[src/rtl/branch_pkg.sv]
// Shared types for the fetch-stage branch predictor: 2-bit direction counter and
// its saturating update rule.
package branch_pkg;

  typedef enum logic [1:0] {
    STRONG_UNTAKEN,
    WEAK_UNTAKEN,
    WEAK_TAKEN,
    STRONG_TAKEN
  } bp_ctr_t;

  localparam bp_ctr_t BP_CTR_RESET = WEAK_UNTAKEN;

  // Saturating step toward the resolved direction; never wraps.
  function automatic bp_ctr_t bp_ctr_next(input bp_ctr_t cur, input logic taken);
    bp_ctr_t nxt;
    nxt = cur;
    unique case (cur)
      STRONG_UNTAKEN: nxt = taken ? WEAK_UNTAKEN : STRONG_UNTAKEN;
      WEAK_UNTAKEN:   nxt = taken ? WEAK_TAKEN   : STRONG_UNTAKEN;
      WEAK_TAKEN:     nxt = taken ? STRONG_TAKEN : WEAK_UNTAKEN;
      STRONG_TAKEN:   nxt = taken ? STRONG_TAKEN : WEAK_TAKEN;
      default:        nxt = BP_CTR_RESET;
    endcase
    return nxt;
  endfunction

endpackage

[src/rtl/branch_target_buffer.sv]
// Direct-mapped tagged target buffer: combinational lookup, one synchronous write port.
// Only valid bits are reset; tags and targets are qualified by valid.
module branch_target_buffer #(
  parameter int unsigned WIDTH    = 32,
  parameter int unsigned IDX_BITS = 6,
  parameter int unsigned TAG_BITS = 8
) (
  input  logic                clk,
  input  logic                reset,
  input  logic [IDX_BITS-1:0] rd_idx_i,
  input  logic [TAG_BITS-1:0] rd_tag_i,
  output logic                hit_o,
  output logic [WIDTH-1:0]    tgt_o,
  input  logic                we_i,
  input  logic [IDX_BITS-1:0] wr_idx_i,
  input  logic [TAG_BITS-1:0] wr_tag_i,
  input  logic [WIDTH-1:0]    wr_tgt_i
);

  localparam int unsigned Entries = 1 << IDX_BITS;

  logic [Entries-1:0]  valid_q;
  logic [TAG_BITS-1:0] tag_q [Entries];
  logic [WIDTH-1:0]    tgt_q [Entries];

  always_ff @(posedge clk) begin
    if (reset) begin
      valid_q <= '0;
    end else if (we_i) begin
      valid_q[wr_idx_i] <= 1'b1;
    end
  end

  always_ff @(posedge clk) begin
    if (we_i && !reset) begin
      tag_q[wr_idx_i] <= wr_tag_i;
      tgt_q[wr_idx_i] <= wr_tgt_i;
    end
  end

  always_comb begin
    hit_o = valid_q[rd_idx_i] && (tag_q[rd_idx_i] == rd_tag_i);
    tgt_o = tgt_q[rd_idx_i];
  end

endmodule

[src/rtl/branch_predictor.sv]
// Fetch-stage bimodal direction predictor plus BTB. Lookup is combinational on PCF;
// training happens on the clock edge from the resolved Execute-stage branch.
module branch_predictor
  import branch_pkg::*;
#(
  parameter int unsigned WIDTH    = 32,
  parameter int unsigned IDX_BITS = 6,
  parameter int unsigned TAG_BITS = 8
) (
  input  logic             clk,
  input  logic             reset,
  input  logic [WIDTH-1:0] PCF,
  input  logic [WIDTH-1:0] PCE,
  input  logic             BranchOpEb0,
  input  logic             StallE,
  input  logic             PCSrcResE,
  input  logic [WIDTH-1:0] PCTargetE,
  output logic             PCSrcPredF,
  output logic [WIDTH-1:0] PredPCTargetF
);

  localparam int unsigned Entries = 1 << IDX_BITS;
  localparam int unsigned IdxLo   = 2;
  localparam int unsigned TagLo   = IDX_BITS + 2;
  localparam int unsigned TagHi   = IDX_BITS + TAG_BITS + 1;

  logic [IDX_BITS-1:0] idx_f, idx_e;
  logic [TAG_BITS-1:0] tag_f, tag_e;
  logic                train_e;
  logic                hit_f;
  logic [WIDTH-1:0]    btb_tgt_f;
  bp_ctr_t             ctr_q [Entries];
  bp_ctr_t             ctr_d;

  assign idx_f = PCF[TagLo-1:IdxLo];
  assign idx_e = PCE[TagLo-1:IdxLo];
  assign tag_f = PCF[TagHi:TagLo];
  assign tag_e = PCE[TagHi:TagLo];

  // Byte offset and bits above the tag take no part in indexing or matching.
  logic unused_pc_bits;
  assign unused_pc_bits = ^{PCF[WIDTH-1:TagHi+1], PCF[1:0], PCE[WIDTH-1:TagHi+1], PCE[1:0]};

  assign train_e = BranchOpEb0 && !StallE && !reset;
  assign ctr_d   = bp_ctr_next(ctr_q[idx_e], PCSrcResE);

  always_ff @(posedge clk) begin
    if (reset) begin
      for (int i = 0; i < Entries; i++) begin
        ctr_q[i] <= BP_CTR_RESET;
      end
    end else if (train_e) begin
      ctr_q[idx_e] <= ctr_d;
    end
  end

  // Not-taken resolutions leave the BTB entry in place for a later re-taken branch.
  branch_target_buffer #(
    .WIDTH    (WIDTH),
    .IDX_BITS (IDX_BITS),
    .TAG_BITS (TAG_BITS)
  ) u_btb (
    .clk      (clk),
    .reset    (reset),
    .rd_idx_i (idx_f),
    .rd_tag_i (tag_f),
    .hit_o    (hit_f),
    .tgt_o    (btb_tgt_f),
    .we_i     (train_e && PCSrcResE),
    .wr_idx_i (idx_e),
    .wr_tag_i (tag_e),
    .wr_tgt_i (PCTargetE)
  );

  always_comb begin
    PCSrcPredF    = hit_f && ctr_q[idx_f][1];
    PredPCTargetF = PCSrcPredF ? btb_tgt_f : '0;
  end

endmodule
[config.mk]
export PLATFORM = sky130hd
export DESIGN_NAME = branch_predictor
export DESIGN_NICKNAME = d
export VERILOG_FILES = /design/src/rtl/branch_pkg.sv /design/src/rtl/branch_target_buffer.sv /design/src/rtl/branch_predictor.sv
export SDC_FILE = /design/constraint.sdc
export NUM_CORES = 2
export LEC_CHECK = 0
export ABC_AREA = 0
export BUFFER_PORTS_ARGS = -buffer_cell sky130_fd_sc_hd__buf_2
export CAP_MARGIN = 20
export CORE_MARGIN = 2
export CORE_UTILIZATION = 31
export CTS_CLUSTER_SIZE = 20
export DETAILED_ROUTE_END_ITERATION = 12
export SLEW_MARGIN = 25
export SYNTH_ARGS = -nofsm -noshare
export SYNTH_HDL_FRONTEND = slang
export SYNTH_HIERARCHICAL = 1
export SYNTH_SLANG_ARGS = --single-unit
[constraint.sdc]
create_clock -name clk -period 6.7 [get_ports clk]
set_input_delay 1.005 -clock clk [delete_from_list [all_inputs] [get_ports clk]]
set_output_delay 1.005 -clock clk [all_outputs]
set_load 0.1 [all_outputs]
=== Word-level counts from Yosys, hierarchy flattened ===
Memory sizes are Yosys's and may differ from the RTL's.
Index checks and enable logic that the tools add are counted.

* Flip-flop bits (word level): 64
* Memory bits (writable): 2688
* Word-level logic and storage cells: 43
* Memories kept: 3

{| class="wikitable"
|+ Memory list
! name !! words !! bits a word !! rd ports !! clocked after memory_dff !! wr ports !! RTL line !! source
|-
| u_btb.tgt_q || 64 || 32 || 1 || 0 || 1 || branch_target_buffer.sv:24 || <nowiki>logic [WIDTH-1:0] tgt_q [Entries];</nowiki>
|-
| u_btb.tag_q || 64 || 8 || 1 || 0 || 1 || branch_target_buffer.sv:23 || <nowiki>logic [TAG_BITS-1:0] tag_q [Entries];</nowiki>
|-
| ctr_q || 64 || 2 || 2 || 0 || 64 || branch_predictor.sv:32 || <nowiki>bp_ctr_t ctr_q [Entries];</nowiki>
|}

* $lt $le $gt $ge: 3
* Eq/ne operators: 4
* Multiplexer cells: 20
* Bitwise operators: 1
* Reduce and logical (&&, ||, !) cells: 11

{| class="wikitable"
|+ Operators with widths
! operator !! count
|-
| $or A64 B64 Y64 || 1
|-
| $mux W32 || 1
|-
| $lt A6 B7 Y1 const B || 2
|-
| $mux W1 || 12
|-
| $eq A8 B8 Y1 || 1
|-
| $pmux W2 S4 || 1
|-
| $logic_and A1 B1 Y1 || 7
|-
| $bmux W1 S6 || 1
|-
| $demux W1 S6 || 1
|-
| $ge A6 B1 Y1 const B || 1
|-
| $mux W2 || 3
|-
| $mux W6 || 1
|-
| $eq A2 B2 Y1 const B || 2
|-
| $eq A2 B1 Y1 const B || 1
|-
| $logic_not A1 Y1 || 2
|-
| $logic_not A2 Y1 || 1
|-
| $reduce_or A2 Y1 || 1
|}

=== Logic depth before layout (Yosys ltp) ===
* Depth after elaboration: 8
* Depth in mapped cells: 17
* Depth with buffers taken out: 10

=== Cells and area by module ===
The synthesis kept the hierarchy.

{| class="wikitable"
|+ By module, submodules not included
! module !! instances !! cells an instance !! area an instance (µm²) !! seq. area each (µm²)
|-
| branch_target_buffer || 1 || 4185 || 100327.5 || 78155.0
|-
| branch_predictor || 1 || 632 || 7408.4 || 3843.7
|}

=== Worst setup path before layout ===
No wires, ideal clock.

* Kind: in2out
* Start point: input port PCF[3]
* End point: output port PredPCTargetF[22]
* Data arrival time: 5.256 ns
* Required time: 5.695 ns
* Slack: 0.439 ns
* Stages: 15
* Path buffers: 5
* Cell sequence: clkbuf_1 -> buf_4 -> buf_2 -> buf_1 -> mux4_2 -> nand2_1 -> a31oi_1 -> nor4_2 -> xor2_1 -> nand4_1 -> nor4_2 -> nand2_1 -> nor2_1 -> clkbuf_1 -> and2_1

* Word-level cells in the longest chain between the ends: 5

{| class="wikitable"
|+ Ends and longest elaborated chain
! what !! RTL line !! source
|-
| start, declared || branch_predictor.sv:12 || <nowiki>input logic [WIDTH-1:0] PCF,</nowiki>
|-
| $mem_v2 Z64 W8 / $bmux W1 S6 (equally long branches) || n/a ||
|-
| $eq A8 B8 Y1 / $mux W1 (equally long branches) || branch_target_buffer.sv:42 || <nowiki>hit_o = valid_q[rd_idx_i] && (tag_q[rd_idx_i] == rd_tag_i);</nowiki>
|-
| $logic_and A1 B1 Y1 * || branch_target_buffer.sv:42 ||
|-
| via hit_f || branch_predictor.sv:30 || <nowiki>logic hit_f;</nowiki>
|-
| $logic_and A1 B1 Y1 * || branch_predictor.sv:76 || <nowiki>PCSrcPredF = hit_f && ctr_q[idx_f][1];</nowiki>
|-
| via PCSrcPredF || branch_predictor.sv:18 || <nowiki>output logic PCSrcPredF,</nowiki>
|-
| $mux W32 * || branch_predictor.sv:77 || <nowiki>PredPCTargetF = PCSrcPredF ? btb_tgt_f : '0;</nowiki>
|-
| end, declared || branch_predictor.sv:19 || <nowiki>output logic [WIDTH-1:0] PredPCTargetF</nowiki>
|}

The timed path passes the listed nets; every way through them passes the cells marked *. The select of a mux whose other input is x is not followed.

=== Worst setup path after layout ===
* Start point: input port PCF[2]
* End point: output port PredPCTargetF[31]

* Word-level cells in the longest chain between the ends: 5

{| class="wikitable"
|+ Ends and longest elaborated chain
! what !! RTL line
|-
| $mem_v2 Z64 W8 / $bmux W1 S6 (equally long branches) || n/a
|-
| $eq A8 B8 Y1 / $mux W1 (equally long branches) || branch_target_buffer.sv:42
|-
| $logic_and A1 B1 Y1 * || branch_target_buffer.sv:42
|-
| via hit_f || branch_predictor.sv:30
|-
| $logic_and A1 B1 Y1 * || branch_predictor.sv:76
|-
| $mux W32 * || branch_predictor.sv:77
|}

Marked as above.

==> metrics.csv <==
metric,value,unit
r2r_cells,8,
cts_tree,yes,
hold_viol,0,
num_vias,53500,
clock-sinks,2752,
min_period_over_period,0.917,
grt_usage,0.163,
die_h,594,um
area_growth_syn_to_layout,15.8,%
fmax,163,MHz
clk_latency,890,ps
max_slew_margin,0.259,
setup_viol,0,
rows,216,
vdd_drop_max,0.215,mV
port_buffers,97,
die_area,0.352,mm2
worstHoldPathType,reg2reg,
setup_tns,0,ps
core_area,0.346,mm2
seq_area_frac_synth,0.761,
drtAntennaViolNets,0,
worst-r2r-setup-slack,3130,ps
ys.flop_type,edfxtp_1,
yosysWarnings,6,
slowest_delay,540,ps
hpwl,159,mm
syn_nets,4918,
crit_path_cell_trace,buf_8 -> buf_4 -> buf_4 -> mux4_2 -> a22oi_1 -> a31oi_1 -> nor4_2 -> xor2_1 -> nand4_1 -> nor4_2 -> nand2_1 -> nor2_4 -> buf_12 -> and2_1 -> buf_12 -> buf_12,
cts_root_buf,clkbuf_16,
die_x,594,um
synth_edf_count,2688,
wl_per_cell,29.7,um
grt_pass1_wl,411,mm
place_congestion,0.784,
slew_viol_final,0,
crit_slowest_cell,nor4_2,
critPathArrivalTime,5140,ps
viasPerCell,5.39,
numCtsBuffers,293,
ys_ff_latch,2752,
firstDrtPassIters,5,
post_cts_buffers,0,
tightest_slew,1110,ps
hold_path_depth,2,
fin_nets,5215,
crit_type,in2out,
p_leak,0.0381,uW
cts_hold_buf,0,
p_per_area,287,mW/mm2
finalWirelength,295,mm
cts_resized,0,
syn_inst,4817,
maxCapViolCount,0,
drt-initial-drc-count,6926,
syn_avg_cell_area,22.4,um2
async_flop_share,0,
grt_pass1_vias,53600,
clk_pin_slew,50,ps
dpl_cell_area,0.116,mm2
synth_cell_types,68,
grt_overflow_total,0,
post-route-min-period,6140,ps
crit_path_start_kind,input pin,
synth_area,0.108,mm2
drc,0,
fin_worst_skew,26.6,ps
outcome,completed,
postLayoutCellArea,0.125,mm2
grt_max_degree,123,
drive_above_1_share,0.304,
cp-end-kind,output pin,
antenna_found_initial,37,
rsz0062_at_grt,false,
start_util,0.311,
htreeDepth,5,
worstPathRequired,5690,ps
crit_fanout,33,
crit_top_cell,buf_12,
ios,134,
hold_slack,470,ps
clockBufferDepth,4,
==> metrics by stage <==
stage | util | total power [uW] | cells | worst slack, ps
after detailed placement | 0.334 | 21000 | 9390 | 589
after global placement | 0.334 | 20900 | 9384 | 523
final | 0.361 | 35900 | 9922 | 559
after CTS | 0.360 | 36100 | 9907 | 566
after floorplan | - | 20300 | 4817 | 439
after global routing | 0.361 | 36900 | 9915 | 387
==> cell usage in the layout (no fill, tap or decap), types with 39 or more instances in the layout <==
cell type | netlist | final
nand3_1 | 78 | 78
nor2_1 | 120 | 53
mux4_2 | 807 | 807
buf_12 | 3 | 83
mux2i_1 | 80 | 80
dfxtp_1 | 64 | 64
clkbuf_16 | 0 | 296
clkinv_1 | 1 | 71
clkinv_2 | 0 | 52
buf_4 | 21 | 191
nand2_1 | 96 | 96
o22ai_1 | 78 | 78
and2_1 | 39 | 39
nor2_4 | 0 | 65
inv_1 | 68 | 68
clkbuf_1 | 142 | 54
edfxtp_1 | 2688 | 2688
==> metal layers <==
metal / up-vias / wire (um) / global-route usage
li1: 21000 / - / -
met1: 29300 / 121000 / 0.227
met2: 2588 / 140000 / 0.261
met3: 481 / 25900 / 0.0305
met4: 18 / 8080 / 0.0459
met5: - / 115 / 0
==> Yosys cell counts (17+ instances only) <==
library cell,instances,area share
dfxtp_1,64,0.012
o22ai_1,78,0.0045
inv_1,68,0.0024
nand3_1,78,0.0036
nor2b_1,29,0.0017
nor2_1,120,0.0042
mux2i_1,80,0.0074
edfxtp_1,2688,0.75
nand2_1,96,0.0033
clkbuf_1,142,0.0049
buf_4,21,0.0015
mux2_2,17,0.0018
buf_6,31,0.0032
a21o_1,36,0.0025
nor3_1,27,0.0013
mux4_2,807,0.17
and2_1,39,0.0023
buf_2,82,0.0038
nand2b_1,29,0.0017
nor4_1,27,0.0016
a31oi_1,17,0.00099
a22oi_1,28,0.0020
buf_1,36,0.0013
a21oi_1,18,0.00084
==> power by group <==
part | internal (uW) | switching [uW]
Clock | 8650 | 6630
Combinational | 665 | 1000
Sequential | 18900 | 11.3
Total | 28200 | 7640
==> critical path, delay by kind of cell <==
kind	cells	cell delay, ps
compound gates	2	410
xor+xnor	1	190
buf+inv	6	1350
mux	1	520
simple gates	6	1600
==> cell families (layout without fill, tap and decap cells) <==
logic type,count (synthesis),in the layout,share of synthesized area
simple gates,501,501,0.0237
fa+ha+maj,2,2,0.000186
flops,2752,2752,0.761
mux,912,912,0.180
compound gates,259,259,0.0170
other cells,0,8,0
xor+xnor,4,4,0.000325
buf+inv,387,906,0.0179
==> area by class of cell <==
type / count / area (um2)
clock buffers: 355 / 7680
diodes: 8 / 20.0
well taps: 4578 / 5730
clock inverters: 162 / 1260
multi-input cells: 1678 / 24300
repair buffers: 318 / 3520
flip-flops and latches: 2752 / 82000
fillers: 31300 / 221000
inverters: 71 / 277
==> final timing paths <==
path / start / end
max reg2reg: ctr_q[7][1] / ctr_q[48][0]
min reg2reg: u_btb/valid_q[54] / u_btb/valid_q[54]
max: PCF[2] / PredPCTargetF[31]
min: u_btb/valid_q[54] / u_btb/valid_q[54]
==> flip-flops by register name, summed over array words and instances, names as in the netlist <==
signal / flops
u_btb/tgt_q: 2048
u_btb/tag_q: 512
ctr_q: 128
u_btb/valid_q: 64
Power figures use the tool's default switching activity.
